File: config.mk
export PLATFORM = sky130hd
export DESIGN_NAME = ram_march_bist_flat
export DESIGN_NICKNAME = d
export VERILOG_FILES = /design/src/rtl/ram_march_bist_pkg.sv /design/src/rtl/ram_march_bist_if.sv /design/src/rtl/ram_march_bist_addr_gen.sv /design/src/rtl/ram_march_bist.sv /design/src/flat_wrapper.sv
export SDC_FILE = /design/constraint.sdc
export NUM_CORES = 1
export LEC_CHECK = 0
export CAP_MARGIN = 0
export CORE_MARGIN = 1.5
export CORE_UTILIZATION = 50
export DETAILED_ROUTE_END_ITERATION = 8
export GPL_TIMING_DRIVEN = 1
export HOLD_SLACK_MARGIN = 0.05
export MAX_ROUTING_LAYER = met4
export PLACE_DENSITY = 0.88
export SETUP_SLACK_MARGIN = 0.5
export SYNTH_ARGS = -nofsm -noshare
export SYNTH_HDL_FRONTEND = slang
export SYNTH_HIERARCHICAL = 1
export SYNTH_SLANG_ARGS = --single-unit
File: constraint.sdc
create_clock -name clk -period 3.1 [get_ports clk]
set_clock_uncertainty 0.1 [all_clocks]
set_input_delay 0.62 -clock clk [delete_from_list [all_inputs] [get_ports clk]]
set_output_delay 0.62 -clock clk [all_outputs]
set_load 0.05 [all_outputs]
File: src/rtl/ram_march_bist_pkg.sv
// Shared types for the March C- RAM BIST: FSM states, element descriptors
// and the constant element table walked by the controller.
package ram_bist_pkg;

  localparam int unsigned FAIL_CNT_W = 16;
  localparam int unsigned NUM_ELEMS  = 6;

  typedef enum logic [2:0] {
    StIdle,
    StRdIssue,
    StRdWait,
    StWrite,
    StNextElem,
    StFinish
  } state_e;

  // One march element; "inv" selects ~PATTERN instead of PATTERN.
  typedef struct packed {
    logic dir_down;
    logic do_read;
    logic do_write;
    logic read_expect_inv;
    logic write_inv;
  } elem_t;

  // M0 up w0; M1 up r0 w1; M2 up r1 w0; M3 down r0 w1; M4 down r1 w0; M5 down r0
  localparam elem_t ELEM_TABLE [NUM_ELEMS] = '{
    '{dir_down: 1'b0, do_read: 1'b0, do_write: 1'b1, read_expect_inv: 1'b0, write_inv: 1'b0},
    '{dir_down: 1'b0, do_read: 1'b1, do_write: 1'b1, read_expect_inv: 1'b0, write_inv: 1'b1},
    '{dir_down: 1'b0, do_read: 1'b1, do_write: 1'b1, read_expect_inv: 1'b1, write_inv: 1'b0},
    '{dir_down: 1'b1, do_read: 1'b1, do_write: 1'b1, read_expect_inv: 1'b0, write_inv: 1'b1},
    '{dir_down: 1'b1, do_read: 1'b1, do_write: 1'b1, read_expect_inv: 1'b1, write_inv: 1'b0},
    '{dir_down: 1'b1, do_read: 1'b1, do_write: 1'b0, read_expect_inv: 1'b0, write_inv: 1'b0}
  };

  // Out-of-range indices never occur in a run; they decode to an inert element.
  function automatic elem_t elem_lookup(input logic [2:0] idx);
    if (idx < 3'(NUM_ELEMS)) return ELEM_TABLE[idx];
    return '0;
  endfunction

endpackage

File: src/rtl/ram_march_bist_if.sv
// RAM port bundle driven by the BIST (master) and served by the RAM (slave).
interface ram_march_bist_if #(
  parameter int unsigned ADDR_W = 12,
  parameter int unsigned DATA_W = 16
);
  logic              mem_load;
  logic [ADDR_W-1:0] mem_address;
  logic [DATA_W-1:0] mem_data_in;
  logic [DATA_W-1:0] mem_data_out;

  modport master (output mem_load, output mem_address, output mem_data_in, input mem_data_out);
  modport slave  (input mem_load, input mem_address, input mem_data_in, output mem_data_out);
endinterface

File: src/rtl/ram_march_bist_addr_gen.sv
// Loadable up/down address counter; init loads 0 (up) or N-1 (down) and
// last flags the terminal address of the current direction.
module bist_addr_gen #(
  parameter int unsigned ADDR_W = 12
) (
  input  logic              clk,
  input  logic              rst,
  input  logic              init,
  input  logic              init_down,
  input  logic              step,
  output logic [ADDR_W-1:0] addr,
  output logic              last
);

  logic              down_q;
  logic [ADDR_W-1:0] addr_q;

  // Direction is captured at init so stepping needs no external context.
  always_ff @(posedge clk) begin
    if (rst) begin
      down_q <= 1'b0;
      addr_q <= '0;
    end else if (init) begin
      down_q <= init_down;
      addr_q <= init_down ? '1 : '0;
    end else if (step) begin
      addr_q <= down_q ? addr_q - ADDR_W'(1) : addr_q + ADDR_W'(1);
    end
  end

  assign addr = addr_q;
  assign last = down_q ? (addr_q == '0) : (addr_q == '1);

endmodule

File: src/rtl/ram_march_bist.sv
// March C- BIST initiator: walks the element table over the full RAM,
// compares read data against the background pattern and records results.
module ram_march_bist #(
  parameter int unsigned       ADDR_W  = 12,
  parameter int unsigned       DATA_W  = 16,
  parameter int unsigned       RD_LAT  = 1,
  parameter logic [DATA_W-1:0] PATTERN = 16'h5555
) (
  input  logic                  clk,
  input  logic                  rst,
  input  logic                  start,
  output logic                  busy,
  output logic                  done,
  output logic                  pass,
  output logic [15:0]           fail_count,
  output logic [ADDR_W-1:0]     fail_addr,
  output logic [2:0]            fail_elem,
  output logic [DATA_W-1:0]     fail_data,
  ram_march_bist_if.master      mem
);
  import ram_bist_pkg::*;

  localparam logic [DATA_W-1:0] BG0 = PATTERN;
  localparam logic [DATA_W-1:0] BG1 = ~PATTERN;

  state_e                state_q, state_d;
  logic [2:0]            elem_q, elem_d;
  logic                  busy_q, done_q, pass_q;
  logic [FAIL_CNT_W-1:0] fail_cnt_q, fail_cnt_d;
  logic [ADDR_W-1:0]     fail_addr_q;
  logic [2:0]            fail_elem_q;
  logic [DATA_W-1:0]     fail_data_q;

  logic              ag_init, ag_init_down, ag_step, ag_last;
  logic [ADDR_W-1:0] addr;
  logic              cmp_en, op_done, start_run, mismatch;
  elem_t             cur, nxt;
  logic [DATA_W-1:0] exp_val;

  bist_addr_gen #(.ADDR_W(ADDR_W)) u_addr_gen (
    .clk       (clk),
    .rst       (rst),
    .init      (ag_init),
    .init_down (ag_init_down),
    .step      (ag_step),
    .addr      (addr),
    .last      (ag_last)
  );

  assign cur     = elem_lookup(elem_q);
  assign nxt     = elem_lookup(elem_q + 3'd1);
  assign exp_val = cur.read_expect_inv ? BG1 : BG0;

  // Sequencing: per-address op order, then element advance or finish.
  always_comb begin
    state_d      = state_q;
    elem_d       = elem_q;
    ag_init      = 1'b0;
    ag_init_down = 1'b0;
    ag_step      = 1'b0;
    cmp_en       = 1'b0;
    op_done      = 1'b0;
    start_run    = 1'b0;
    unique case (state_q)
      StIdle: begin
        if (start) begin
          start_run    = 1'b1;
          elem_d       = 3'd0;
          ag_init      = 1'b1;
          ag_init_down = elem_lookup(3'd0).dir_down;
          state_d      = elem_lookup(3'd0).do_read ? StRdIssue : StWrite;
        end
      end
      StRdIssue: begin
        if (RD_LAT != 0) begin
          state_d = StRdWait;
        end else begin
          cmp_en = 1'b1;
          if (cur.do_write) state_d = StWrite;
          else              op_done = 1'b1;
        end
      end
      StRdWait: begin
        cmp_en = 1'b1;
        if (cur.do_write) state_d = StWrite;
        else              op_done = 1'b1;
      end
      StWrite:    op_done = 1'b1;
      StNextElem: state_d = cur.do_read ? StRdIssue : StWrite;
      StFinish:   state_d = StIdle;
      default:    state_d = StIdle;
    endcase

    if (op_done) begin
      if (ag_last) begin
        if (elem_q == 3'(NUM_ELEMS - 1)) begin
          state_d = StFinish;
        end else begin
          state_d      = StNextElem;
          elem_d       = elem_q + 3'd1;
          ag_init      = 1'b1;
          ag_init_down = nxt.dir_down;
        end
      end else begin
        ag_step = 1'b1;
        state_d = cur.do_read ? StRdIssue : StWrite;
      end
    end
  end

  assign mismatch = cmp_en && (mem.mem_data_out != exp_val);

  // Saturating mismatch counter next value.
  always_comb begin
    fail_cnt_d = fail_cnt_q;
    if (mismatch && (fail_cnt_q != '1)) fail_cnt_d = fail_cnt_q + FAIL_CNT_W'(1);
  end

  // FSM state plus registered busy/done derived from the next state.
  always_ff @(posedge clk) begin
    if (rst) begin
      state_q <= StIdle;
      elem_q  <= 3'd0;
      busy_q  <= 1'b0;
      done_q  <= 1'b0;
    end else begin
      state_q <= state_d;
      elem_q  <= elem_d;
      busy_q  <= (state_d != StIdle);
      done_q  <= (state_d == StFinish);
    end
  end

  // Result registers: cleared on start, first mismatch latched, pass set entering FINISH.
  always_ff @(posedge clk) begin
    if (rst || start_run) begin
      pass_q      <= 1'b0;
      fail_cnt_q  <= '0;
      fail_addr_q <= '0;
      fail_elem_q <= 3'd0;
      fail_data_q <= '0;
    end else begin
      fail_cnt_q <= fail_cnt_d;
      if (mismatch && (fail_cnt_q == '0)) begin
        fail_addr_q <= addr;
        fail_elem_q <= elem_q;
        fail_data_q <= mem.mem_data_out;
      end
      if (state_d == StFinish) pass_q <= (fail_cnt_d == '0);
    end
  end

  assign busy       = busy_q;
  assign done       = done_q;
  assign pass       = pass_q;
  assign fail_count = fail_cnt_q;
  assign fail_addr  = fail_addr_q;
  assign fail_elem  = fail_elem_q;
  assign fail_data  = fail_data_q;

  // RAM port is decoded from registered state only; read data never reaches it.
  assign mem.mem_load    = (state_q == StWrite);
  assign mem.mem_address = (state_q == StIdle) ? '0 : addr;
  assign mem.mem_data_in = (state_q == StWrite) ? (cur.write_inv ? BG1 : BG0) : '0;

endmodule

File: src/flat_wrapper.sv
// flat-port wrapper written by rule: the top's interface ports become plain ports
module ram_march_bist_flat import ram_bist_pkg::*;
#(
  parameter int unsigned       ADDR_W  = 12,
  parameter int unsigned       DATA_W  = 16,
  parameter int unsigned       RD_LAT  = 1,
  parameter logic [DATA_W-1:0] PATTERN = 16'h5555
)
  (clk, rst, start, busy, done, pass, fail_count, fail_addr, fail_elem, fail_data, mem_mem_load, mem_mem_address, mem_mem_data_in, mem_mem_data_out);
  ram_march_bist_if #(.ADDR_W(ADDR_W), .DATA_W(DATA_W)) mem_i ();
  input  logic clk;
  input  logic rst;
  input  logic start;
  output logic busy;
  output logic done;
  output logic pass;
  output logic [15:0] fail_count;
  output logic [ADDR_W-1:0] fail_addr;
  output logic [2:0] fail_elem;
  output logic [DATA_W-1:0] fail_data;
  output wire logic [$bits(mem_i.mem_load)-1:0] mem_mem_load;
  output wire logic [$bits(mem_i.mem_address)-1:0] mem_mem_address;
  output wire logic [$bits(mem_i.mem_data_in)-1:0] mem_mem_data_in;
  input wire logic [$bits(mem_i.mem_data_out)-1:0] mem_mem_data_out;
  assign mem_mem_load = mem_i.mem_load;
  assign mem_mem_address = mem_i.mem_address;
  assign mem_mem_data_in = mem_i.mem_data_in;
  assign mem_i.mem_data_out = mem_mem_data_out;
  ram_march_bist #(.ADDR_W(ADDR_W), .DATA_W(DATA_W), .RD_LAT(RD_LAT), .PATTERN(PATTERN)) u_core (.clk(clk), .rst(rst), .start(start), .busy(busy), .done(done), .pass(pass), .fail_count(fail_count), .fail_addr(fail_addr), .fail_elem(fail_elem), .fail_data(fail_data), .mem(mem_i));
endmodule
==> flow_summary.toml <==
[status]
run_status = "complete, no violations"

[worst_setup_path]
crit_path_max_fanout = 6
r2r_startpoint = "u_core/u_addr_gen/addr[11]"
critical_path.cell_chain = "clkdlybuf4s50_1 > buf_4 > nor4bb_1 > nand4_1 > a22o_4 > buf_4 > a21o_1 > a21oi_1 > o221ai_1 > o21ai_1"
worst_path_most_repeated_cell = "buf_4"
cp.required_ns = 3.28
worst-endpoint-arrival_ns = 2.91
crit_path_start = "mem_mem_data_out[2]"
cp-end-kind = "register"
crit_path_top_delay_cell = "clkdlybuf4s50_1"
critPathLaunchType = "primary input"
criticalPathCategory = "primary input to register"
worst_path_largest_cell_delay_ns = 0.41

[sta]
hold_viol_final = 0
totalNegativeSetupSlack_ns = 0
layout_worst_path_cycle_share = 0.881
timing.max_slew.rel_slack = 0.576
post_route_hold_slack_ns = 0.397
final-max-slew-violation-count = 0
setup_violations = 0
final.min_clock_period_ns = 2.73
timing_worst_slew_pin_value_ns = 0.634
unrepaired_setup_endpoints_after_global_routing = "yes"
fmaxAchievable_mhz = 366

[logic_synthesis]
post_synth_num_cell_types = 55
yosys_warnings = 6
synth_edf_count = 0
post-synth-top-area-fraction = 0.341
synth_cells = 477
syn-cell-area_um2 = 4050
dominantRegCellSynth = "dfxtp_1"
synth_area_leader_cell = "dfxtp_1"
avgSynthCellArea_um2 = 8.48
ys_seq_elements = 69
mappedNetlistNets = 513
synthTopCellsByArea = "dfxtp_1 (34%), mux2i_1 (8.2%), nor2_1 (6.7%), ha_1 (4.9%), buf_4 (3.5%)"
ys_async_sr_fraction = 0
yosysSeqAreaShare = 0.341

[die]
fp.dieH_um = 93.0
io_pins = 98
fp.dieW_um = 93.0
initial_core_utilization = 0.521
core.rowCount = 32
core_footprint_um2 = 7770
floorplan.die_area_um2 = 8640

[place]
hpwl_detailed_um = 7820
place_congestion = 0.942
place.port_buffers = 97
place.detailed.instances = 657

[routing]
detail_route.wl_per_cell_um = 16.9
detail-route-antenna-nets = 0
drc_errors = 0
detail_route.first_pass.iterations = 4
wirelength_um = 11500
route.vias.total = 3870
vias_per_cell = 5.71
dr.first_iter.drc_count = 218

[global_routing]
grt-ovfl-total = 0
first_global_vias = 3823
grt_max_degree = 33
number_of_antenna_violations_at_the_first_check_in_global_routing = 0
global_route_wire_length_before_repair_um = 17900
grt_util_all_layers = 0.268

[cts]
tritoncts = "built"
cts_hold_buf = 0
clock_latency_on_the_worst_skew_pair_ns = 0.35
cts.htree.levels = 3
clock_tree.root_cell = "clkbuf_8"
clk_path_buf_depth = 2
tritoncts_num_sinks = 69
cts-buffers-inserted = 9
clk_pin_slew_worst_paths_ns = 0.08

[pwr]
p_total_mw = 2.27
p_leak_nw = 2.15
ir_worst_vdd_mv = 0.246
power-per-cell-area_nw_per_um2 = 421

[layout]
insertedDiodeCount = 0
final_nets = 607
syn_to_final_growth_pct = 32.9
layout-drive-gt1-share = 0.170
finalNonFillerCells = 678
final_util = 0.692
n_fill_cell = 613

[job]
max_cap_viol_count = 0

[hold_path]
hold_path_startpoint = "u_core/fail_addr[2]"
min_path_type = "register to register"
-- registers in the layout, indices dropped and copies added (netlist names) --
| signal | count |
|---|---|
| u_core/fail_addr | 12 |
| u_core/elem_q | 3 |
| u_core/u_addr_gen/down_q | 1 |
| u_core/u_addr_gen/addr | 12 |
| u_core/pass | 1 |
| u_core/state_q | 3 |
| u_core/fail_count | 16 |
| u_core/done | 1 |
| u_core/busy | 1 |
| u_core/fail_data | 16 |
| u_core/fail_elem | 3 |
-- path summary, 6_finish.rpt --
path	endpoint	slack [ns]	cells after the start
setup / recovery	u_core/pass	0.37	10
hold / removal	u_core/fail_addr[2]	0.40	2
setup reg to reg	u_core/u_addr_gen/addr[11]	0.59	13
hold reg to reg	u_core/fail_addr[2]	0.40	2
-- final cells by class --
type                       instances  area, µm²  area share
sequential                        69       1390       0.258
clock inverter                     5       58.8      0.0109
clock buffer                      11        151      0.0282
timing repair buffer             116       1060       0.198
tap                              102        128      0.0237
multi-input combinational        360       2530       0.471
inverter                          15       56.3      0.0105
-- through the flow --
step	worst slack, ns	area [µm²]
4_1_cts	0.345	5330
5_1_grt	0.435	5380
2_1_floorplan	0.520	4060
6_report	0.368	5380
3_3_place_gp	0.0256	5050
3_5_place_dp	-0.0427	5050
-- routing by layer --
layer | vias up | global-route usage | wire [µm]
met3 | 11 | 0.0493 | 686
met5 | - | - | 0
met1 | 1848 | 0.305 | 4700
met2 | 149 | 0.470 | 5920
met4 | 0 | 0.0922 | 162
li1 | 1862 | - | -
-- repair_timing --
action                     4_1_cts  5_1_grt
gates resized for setup         58       39
setup buffers                    1        3
cloned                           1        0
setup endpoints to repair       59       42
pin swaps                        3        7
-- power breakdown --
| part | internal [mW] | switching [mW] | total, mW |
|---|---|---|---|
| Clock | 0.415 | 0.361 | 0.777 |
| Combinational | 0.205 | 0.323 | 0.528 |
| Sequential | 0.920 | 0.0411 | 0.961 |
| Total | 1.54 | 0.725 | 2.27 |
-- kinds of logic after synthesis --
family                     after synthesis  share of synthesized area
buffers and inverters                   49                     0.0643
and+or+nand+nor                        201                      0.268
muxes                                   34                     0.0844
adders and majority gates               17                     0.0544
AOI/OAI and AO/OA                       81                      0.131
xor gates and xnor gates                26                     0.0563
DFF                                     69                      0.341
-- cells in the mapped netlist, types with 9 or more instances --
cell,count
buf_4,19
nand4_1,11
nand2_1,21
ha_1,16
nor2_1,72
xnor2_1,12
clkbuf_1,10
nor2b_1,16
dfxtp_1,69
a21oi_1,27
mux2i_1,33
nand3_1,15
nor3_1,16
o21ai_0,9
xor2_1,14
inv_1,15
-- critical path, delay by kind of cell --
| family | cells | cell delay (ns) |
|---|---|---|
| AOI/OAI and AO/OA | 5 | 0.93 |
| and+or+nand+nor | 2 | 0.64 |
| buffers and inverters | 3 | 0.71 |
-- layout by cell type (no fill, tap or decap), types with 4 or more instances in the layout --
cell type and count:
o21a_1 7, xor2_1 14, buf_2 9, o21ai_0 9, and2_1 4, xnor2_1 12, ha_1 16, nand2_1 20
buf_4 28, mux2i_1 33, and3_1 7, inv_1 14, nor2_1 71, nand3_1 15, nor2b_1 14, clkdlybuf4s50_1 68
o31ai_1 4, and4_1 5, clkbuf_8 11, or3_1 5, nor3_1 14, a21o_1 7, and4bb_2 4, dfxtp_1 65
a21oi_1 23, nand4_1 11, nor4_1 4, dfxtp_2 4
(Power assumes the default switching activity.)
